## config.mk

```make
export PLATFORM = sky130hd
export DESIGN_NAME = frame_buffer_writer
export DESIGN_NICKNAME = d
export VERILOG_FILES = /design/src/rtl/frame_buffer_writer_pkg.sv /design/src/rtl/frame_buffer_writer_addr_counter.sv /design/src/rtl/frame_buffer_writer.sv
export SDC_FILE = /design/constraint.sdc
export NUM_CORES = 1
export LEC_CHECK = 0
export CAP_MARGIN = 20
export CORE_UTILIZATION = 42
export CTS_CLUSTER_SIZE = 30
export DETAILED_ROUTE_END_ITERATION = 12
export DONT_BUFFER_PORTS = 1
export SLEW_MARGIN = 20
export SYNTH_ARGS = -nofsm -noshare
export SYNTH_HDL_FRONTEND = slang
export SYNTH_SLANG_ARGS = --single-unit
```

## constraint.sdc

```tcl
create_clock -name clk -period 8.77 [get_ports clk]
set_input_delay 0 -clock clk [delete_from_list [all_inputs] [get_ports clk]]
set_output_delay 0 -clock clk [all_outputs]
set_load 0.03 [all_outputs]
```

## src/rtl/frame_buffer_writer_pkg.sv

```systemverilog
// frame_buffer_writer_pkg: shared image geometry, pixel/address widths and the writer FSM encoding.
// Shared with the display address generator and the image ROM/RAM wrapper.
package frame_buffer_writer_pkg;
  localparam int IMG_W  = 160;
  localparam int IMG_H  = 120;
  localparam int PIX_W  = 8;
  localparam int ADDR_W = 15;
  typedef logic [1:0] fsm_state_t;
  localparam fsm_state_t ST_IDLE      = 2'd0;
  localparam fsm_state_t ST_WRITE     = 2'd1;
  localparam fsm_state_t ST_WAIT_SWAP = 2'd2;
endpackage

```

## src/rtl/frame_buffer_writer_addr_counter.sv

```systemverilog
// frame_addr_counter: x/y raster position plus linear address of the next pixel to be written.
// Ports: clk, reset_n (async active-low); clr zeroes the position, inc advances it (clr+inc gives position 1);
//        addr is the current linear address, last flags x=COLS-1,y=ROWS-1.
module frame_addr_counter #(
  parameter int COLS = frame_buffer_writer_pkg::IMG_W,
  parameter int ROWS = frame_buffer_writer_pkg::IMG_H,
  parameter int AW   = frame_buffer_writer_pkg::ADDR_W
) (
  input  logic          clk,
  input  logic          reset_n,
  input  logic          clr,
  input  logic          inc,
  output logic [AW-1:0] addr,
  output logic          last
);
  localparam int XW = $clog2(COLS);
  localparam int YW = $clog2(ROWS);
  logic [XW-1:0] x, bx, nx;
  logic [YW-1:0] y, by, ny;
  logic [AW-1:0] ba, na;
  logic          x_end;
  // Clear is applied before the increment so a restart can land directly on position 1.
  always_comb begin
    bx    = clr ? '0 : x;
    by    = clr ? '0 : y;
    ba    = clr ? '0 : addr;
    x_end = bx == XW'(COLS - 1);
    nx    = !inc ? bx : x_end ? '0 : bx + 1'b1;
    ny    = inc && x_end ? by + 1'b1 : by;
    na    = inc ? ba + 1'b1 : ba;
  end
  always_ff @(posedge clk or negedge reset_n)
    if (!reset_n) begin
      x    <= '0;
      y    <= '0;
      addr <= '0;
    end else begin
      x    <= nx;
      y    <= ny;
      addr <= na;
    end
  assign last = x == XW'(COLS - 1) && y == YW'(ROWS - 1);
endmodule

```

## src/rtl/frame_buffer_writer.sv

```systemverilog
// frame_buffer_writer: streams grayscale pixels into one bank of a double-buffered frame store,
// swapping banks with the display during vertical blanking.
// Ports: clk, reset_n (async active-low); s_pixel/s_valid/s_sof/s_ready pixel stream in;
//        vblank from display; wr_en/wr_addr/wr_data registered write port; wr_bank/disp_bank bank select;
//        frame_done, err_sof one-cycle pulses aligned with the corresponding write.
module frame_buffer_writer #(
  parameter int IMG_W  = frame_buffer_writer_pkg::IMG_W,
  parameter int IMG_H  = frame_buffer_writer_pkg::IMG_H,
  parameter int PIX_W  = frame_buffer_writer_pkg::PIX_W,
  parameter int ADDR_W = frame_buffer_writer_pkg::ADDR_W
) (
  input  logic              clk,
  input  logic              reset_n,
  input  logic [PIX_W-1:0]  s_pixel,
  input  logic              s_valid,
  input  logic              s_sof,
  output logic              s_ready,
  input  logic              vblank,
  output logic              wr_en,
  output logic [ADDR_W-1:0] wr_addr,
  output logic [PIX_W-1:0]  wr_data,
  output logic              wr_bank,
  output logic              disp_bank,
  output logic              frame_done,
  output logic              err_sof
);
  import frame_buffer_writer_pkg::*;
  fsm_state_t        state, state_n;
  logic [ADDR_W-1:0] cnt_addr;
  logic              cnt_last, xfer, restart, wr, fin, swap;
  assign s_ready = state != ST_WAIT_SWAP;
  assign xfer    = s_valid & s_ready;
  // Any accepted sof restarts the frame at address 0, whether idle or mid-frame.
  assign restart = xfer & s_sof;
  assign wr      = restart | (xfer & state == ST_WRITE);
  assign fin     = wr & !restart & cnt_last;
  assign swap    = state == ST_WAIT_SWAP & vblank;
  always_comb
    state_n = swap ? ST_IDLE : fin ? ST_WAIT_SWAP : restart ? ST_WRITE : state;
  frame_addr_counter #(
    .COLS (IMG_W),
    .ROWS (IMG_H),
    .AW   (ADDR_W)
  ) u_cnt (
    .clk     (clk),
    .reset_n (reset_n),
    .clr     (restart | fin),
    .inc     (wr & !fin),
    .addr    (cnt_addr),
    .last    (cnt_last)
  );
  always_ff @(posedge clk or negedge reset_n)
    if (!reset_n) begin
      state      <= ST_IDLE;
      wr_en      <= 1'b0;
      wr_addr    <= '0;
      wr_data    <= '0;
      wr_bank    <= 1'b0;
      disp_bank  <= 1'b1;
      frame_done <= 1'b0;
      err_sof    <= 1'b0;
    end else begin
      state      <= state_n;
      wr_en      <= wr;
      frame_done <= fin;
      err_sof    <= restart & state == ST_WRITE;
      if (wr) begin
        wr_addr <= restart ? '0 : cnt_addr;
        wr_data <= s_pixel;
      end
      if (swap) begin
        disp_bank <= wr_bank;
        wr_bank   <= ~wr_bank;
      end
    end
endmodule

```

# Word-level counts from Yosys, hierarchy flattened
# Index checks and enable logic that the tools add are counted.
[word_totals] reg_bits=60 input_bits=13 out_inout_bits=29 elab_cells=47
[op_classes] add_sub_neg=3 eq_ne=6 n_mux=11 bitwise=11 reduce_logical=5
[op_table] op="15-bit two-way mux" count=3
[op_table] op="8-bit two-way mux" count=3
[op_table] op="8-bit equality test, second input constant" count=2
[op_table] op="15-bit by 1-bit adder with 15-bit output, second input constant" count=1
[op_table] op="7-bit two-way mux" count=2
[op_table] op="8-bit by 1-bit adder with 8-bit output, second input constant" count=1
[op_table] op="1-bit AND" count=8
[op_table] op="7-bit by 1-bit adder with 7-bit output, second input constant" count=1
[op_table] op="7-bit equality test, second input constant" count=1
[op_table] op="2-bit two-way mux" count=3
[op_table] op="3-bit nonzero test" count=1
[op_table] op="2-bit by 1-bit equality test with 1-bit output, second input constant" count=1
[op_table] op="2-bit equality test, second input constant" count=1
[op_table] op="1-bit logical AND" count=2
[op_table] op="1-bit logical NOT" count=2
[op_table] op="2-bit != test, second input constant" count=1
[op_table] op="1-bit bitwise OR" count=2
[op_table] op="1-bit NOT" count=1

# Longest topological paths before layout
[logic_depth] ltp_word=11 mapped_depth=12

# Modules after synthesis
# A second synthesis with hierarchy kept.
[hier_totals] hier_cells=231 hier_area_um2=2736.4
[modules_own_cells] mod="frame_addr_counter" instances=1 cells_per_inst=149 area_each_um2=1515.2
[modules_own_cells] mod="frame_buffer_writer" instances=1 cells_per_inst=82 area_each_um2=1221.2

# Worst setup path before layout
# Ideal clock, no wire load.
[synth_timing] kind="reg-to-reg" from="register state[1]" to="register u_cnt.y[1]" setup_time_ns=0.119 arrival_time_ns=2.767 t_required_ns=8.651 path_slack_ns=5.884 stages_incl_launch_ff=12 period_less_slack_ns=2.886 path_cell_list="dfrtp_1 -> and4bb_4 -> nand4_4 -> o41ai_4 -> buf_6 -> nor2_1 -> ha_1 -> and4_1 -> o2111ai_1 -> clkbuf_1 -> mux2i_1 -> nor2_1"
[synth_via] elab_chain_cells=11
[synth_rtl] element="start: declaration" line_no="frame_buffer_writer.sv:28" source="fsm_state_t state, state_n;"
[synth_rtl] element="start signal: assignment" line_no="frame_buffer_writer.sv:63" source="state <= state_n;"
[synth_rtl] element="branches (longest 10 deep; another with 7-bit by 1-bit adder with 7-bit output)"
[synth_rtl] element="7-bit two-way mux (*)" line_no="frame_buffer_writer_addr_counter.sv:29" source="ny = inc && x_end ? by + 1'b1 : by;"
[synth_rtl] element="net u_cnt.ny[1]" line_no="frame_buffer_writer_addr_counter.sv:19" source="logic [YW-1:0] y, by, ny;"
[synth_rtl] element="end signal: assignment" line_no="frame_buffer_writer_addr_counter.sv:39" source="y <= ny;"
[synth_rtl] element="end: declaration" line_no="frame_buffer_writer_addr_counter.sv:19"
# Mark *: on every way through the listed nets, which the timed path passes.
# A chain may end at the register's enable or synchronous reset.

# Worst setup path after layout
[layout_timing] from="register state[0]" to="register u_cnt.y[5]"
[layout_via] elab_chain_cells=11
[layout_rtl] element="2-bit != test (*)" line_no="frame_buffer_writer.sv:31" source="assign s_ready = state != ST_WAIT_SWAP;"
[layout_rtl] element="net s_ready" line_no="frame_buffer_writer.sv:17" source="output logic s_ready,"
[layout_rtl] element="1-bit AND (*)" line_no="frame_buffer_writer.sv:32" source="assign xfer = s_valid & s_ready;"
[layout_rtl] element="branches (longest 8 deep; another with 7-bit by 1-bit adder with 7-bit output)"
[layout_rtl] element="7-bit two-way mux (*)" line_no="frame_buffer_writer_addr_counter.sv:29"
[layout_rtl] element="net u_cnt.ny[5]" line_no="frame_buffer_writer_addr_counter.sv:19"
# Marks and branches as above.

==> flow_summary.toml <==
[setup_path]
slowest_delay_ns = 0.63
reg2reg_to = "u_cnt.y[5]"
crit_chain = "nand2b_1 > nand3_1 > o41ai_4 > nor2_1 > ha_1 > and4_1 > o2111ai_1 > or4_1 > a21oi_1"
cp_top_family = "simple AND/OR/NAND/NOR gates"
crit_type = "reg -> reg"
worstPathRequired_ns = 9.02
rr_startpoint = "state[0]"
cp_slowest_cell = "or4_1"
cp-end-kind = "flip-flop"
rr_worst_depth = 9
startpoint_type = "flip-flop"
r2r_slack_ns = 5.53
worstPathMaxFanout = 13
worst-path-buf-inv = 0
crit_cells = 9
worstPathArrival_ns = 3.49

[logic_synthesis]
ys_seq_area_share_pct = 54.5
synth_cell_type_count = 48
yosysWarnings = 0
ys_ff_latch = 60
postSynthAreaPerCell_um2 = 10.7
ys_async_sr_fraction_pct = 100
synth_edf_count = 0
syn-num-nets = 273
syn_inst = 258
synth_ff_type = "dfrtp_1"
syn-cell-area_um2 = 2760

[place]
place_congestion = 0.768
placed_cell_area_um2 = 2800
dp_cells = 325
port_buffers = 0
dpl.hpwl_um = 3600

[layout]
syn2layout_area_growth_pct = 13.2
design_area_um2 = 3120
multi_input_area_um2 = 1150
fin_cells = 353
final_common_cell = "dfrtp_1"
seq_area_um2 = 1500
nFillCells = 553
drive_above_1_share_pct = 9.42
antenna_cells = 0
fin_nets = 287
layout_common_cells = "dfrtp_1, nand2_1, a21oi_1, a22o_1, nor2_1"

[sta]
clock-skew-final_ns = 0.00481
finalSetupTns_ns = 0
slew_viol_final = 0
tightest_slew_ns = 0.888
finalSetupViolCount = 0
max_freq_mhz = 309
fin_crit_sh_pct = 37.0
rsz0062_at_grt = "false"
period_needed_ns = 3.24
finalHoldViolCount = 0
relSlewSlack_pct = 40.3

[global_route]
grtUsageTotal_pct = 18.6
grt_pass1_wl_um = 10000
grt_max_degree = 61
antenna_found_initial = 0
grt_overflow_total = 0
grt_pass1_vias = 1970

[floorplan]
fp.dieH_um = 83.0
dieWidth_um = 83.0
initial_core_util_pct = 43.4
die_area_um2 = 6890
fp-row-count = 29
coreArea_um2 = 6350
boundaryPins = 42

[cts]
clkSlewWorstSetupHoldPaths_ns = 0.06
clockRootBuffer = "clkbuf_8"
insertion_delay_ns = 0.33
htreeDepth = 3
cts.path.max_buffers = 2
cts_tree = "yes"
numCtsBuffers = 9
clkSinkCount = 60
cts_resized = 0

[pwr]
p_leak_nw = 1.39
p_sw_share_pct = 27.7
internal_power_uw = 417
peakVddDrop_uv = 103
pwr-share-clk_pct = 36.9
power-per-cell-area_nw_per_um2 = 185
p_switching_uw = 159
p_comb_share_pct = 7.6
pwr-share-seq_pct = 55.5

[drt]
drc = 0
first_iter_violations = 179
first_pass_iters = 4
wl_per_cell_um = 16.7
vias = 2052
vias_per_cell = 5.81
antenna_left = 0
routed_wl_um = 5880

[min_path]
whs_path_depth = 2
hp-start = "s_valid"
hp-class = "in -> reg"
whs_endpoint = "wr_en"

[flow_run]
maxCapViolCount = 0

[run_status]
status = "complete, no violations"
[power by group through the flow]
stage | clock network, mW | logic, mW | registers (mW)
floorplan | 0 | 0.0281 | 0.320
global placement | 0 | 0.0317 | 0.324
detailed placement | 0 | 0.0325 | 0.324
CTS | 0.220 | 0.0444 | 0.320
global route | 0.231 | 0.0491 | 0.323
finish | 0.213 | 0.0437 | 0.320
[worst register-to-register path, stage by stage, from the launching register on]
cell       delay (ns)
dfrtp_1          0.42
nand2b_1         0.34
nand3_1          0.44
o41ai_4          0.18
nor2_1           0.12
ha_1             0.18
and4_1           0.24
o2111ai_1        0.45
or4_1            0.63
a21oi_1          0.16
[layer usage]
layer / vias up / share of wire (%) / track usage (%)
met5: - / 0 / 0
met4: 0 / 0.61 / 8.31
met3: 4 / 3.5 / 5.07
met2: 40 / 48 / 27.9
met1: 1038 / 48 / 25.2
li1: 970 / - / -
[state kept, by name (all words and copies together), names as in the netlist]
register,count
wr_addr,15
wr_bank,1
frame_done,1
u_cnt.y,7
u_cnt.addr,15
wr_en,1
wr_data,8
disp_bank,1
err_sof,1
u_cnt.x,8
state,2
[worst max-delay path by stage]
stage / start / end
floorplan: state[1] / u_cnt.y[1]
global placement: state[0] / u_cnt.y[5]
detailed placement: state[0] / u_cnt.y[5]
CTS: state[0] / u_cnt.y[5]
global route: state[0] / u_cnt.y[6]
finish: state[0] / u_cnt.y[5]
[metrics by stage]
step / hold slack, ns / utilization (%) / power, mW / worst slack (ns)
after global routing: 0.0716 / 49.1 / 0.603 / 5.30
after global placement: -0.292 / 44.2 / 0.356 / 5.67
after detailed placement: -0.292 / 44.2 / 0.357 / 5.55
after floorplan: -0.296 / - / 0.348 / 5.88
after CTS: 0.0453 / 49.1 / 0.585 / 5.51
final: 0.0646 / 49.1 / 0.577 / 5.53
[logic make-up after synthesis]
kind of cell    Yosys count  share of synthesized area [%]
compound gates           68                           18.5
xor+xnor                  9                           2.86
fa+ha+maj                 2                          0.908
buf+inv                  22                           3.77
flops                    60                           54.5
mux                       2                          0.772
simple gates             95                           18.6
[Yosys cell counts, types with 2 or more instances]
| cell | count | share of area, % |
|---|---|---|
| xor2_1 | 6 | 1.9 |
| nand4_1 | 4 | 0.91 |
| o2111ai_1 | 2 | 0.64 |
| o31ai_1 | 5 | 1.4 |
| nor3b_1 | 3 | 0.82 |
| or4_1 | 5 | 1.4 |
| o21ai_0 | 11 | 2.0 |
| buf_2 | 2 | 0.36 |
| a211oi_1 | 2 | 0.54 |
| o211ai_1 | 3 | 0.82 |
| nand2_1 | 34 | 4.6 |
| buf_6 | 2 | 0.82 |
| and3_1 | 5 | 1.1 |
| dfrtp_1 | 59 | 54 |
| and2_1 | 3 | 0.68 |
| inv_1 | 10 | 1.4 |
| nor2_1 | 14 | 1.9 |
| clkbuf_1 | 6 | 0.82 |
| a41oi_1 | 2 | 0.64 |
| ha_1 | 2 | 0.91 |
| a22o_1 | 15 | 4.8 |
| and4_1 | 2 | 0.64 |
| or3_1 | 7 | 1.6 |
| nand3_1 | 11 | 2.0 |
| a21oi_1 | 18 | 3.3 |
| xnor2_1 | 3 | 0.95 |
[area by class of cell]
cell class,instances,share of cell area (%)
tap,77,3.09
inverter,10,1.20
multi-input combinational,176,36.9
sequential,60,48.2
timing repair buffer,15,5.21
clock inverter,4,0.842
clock buffer,11,4.53
[repair_timing]
| item | 4_1_cts | 5_1_grt |
|---|---|---|
| endpoints found under the hold margin | 76 | 0 |
| setup buffers | 0 | 0 |
| hold buffers | 13 | 0 |
| endpoints found under the setup margin | 0 | 0 |
(Power assumes the default switching activity.)
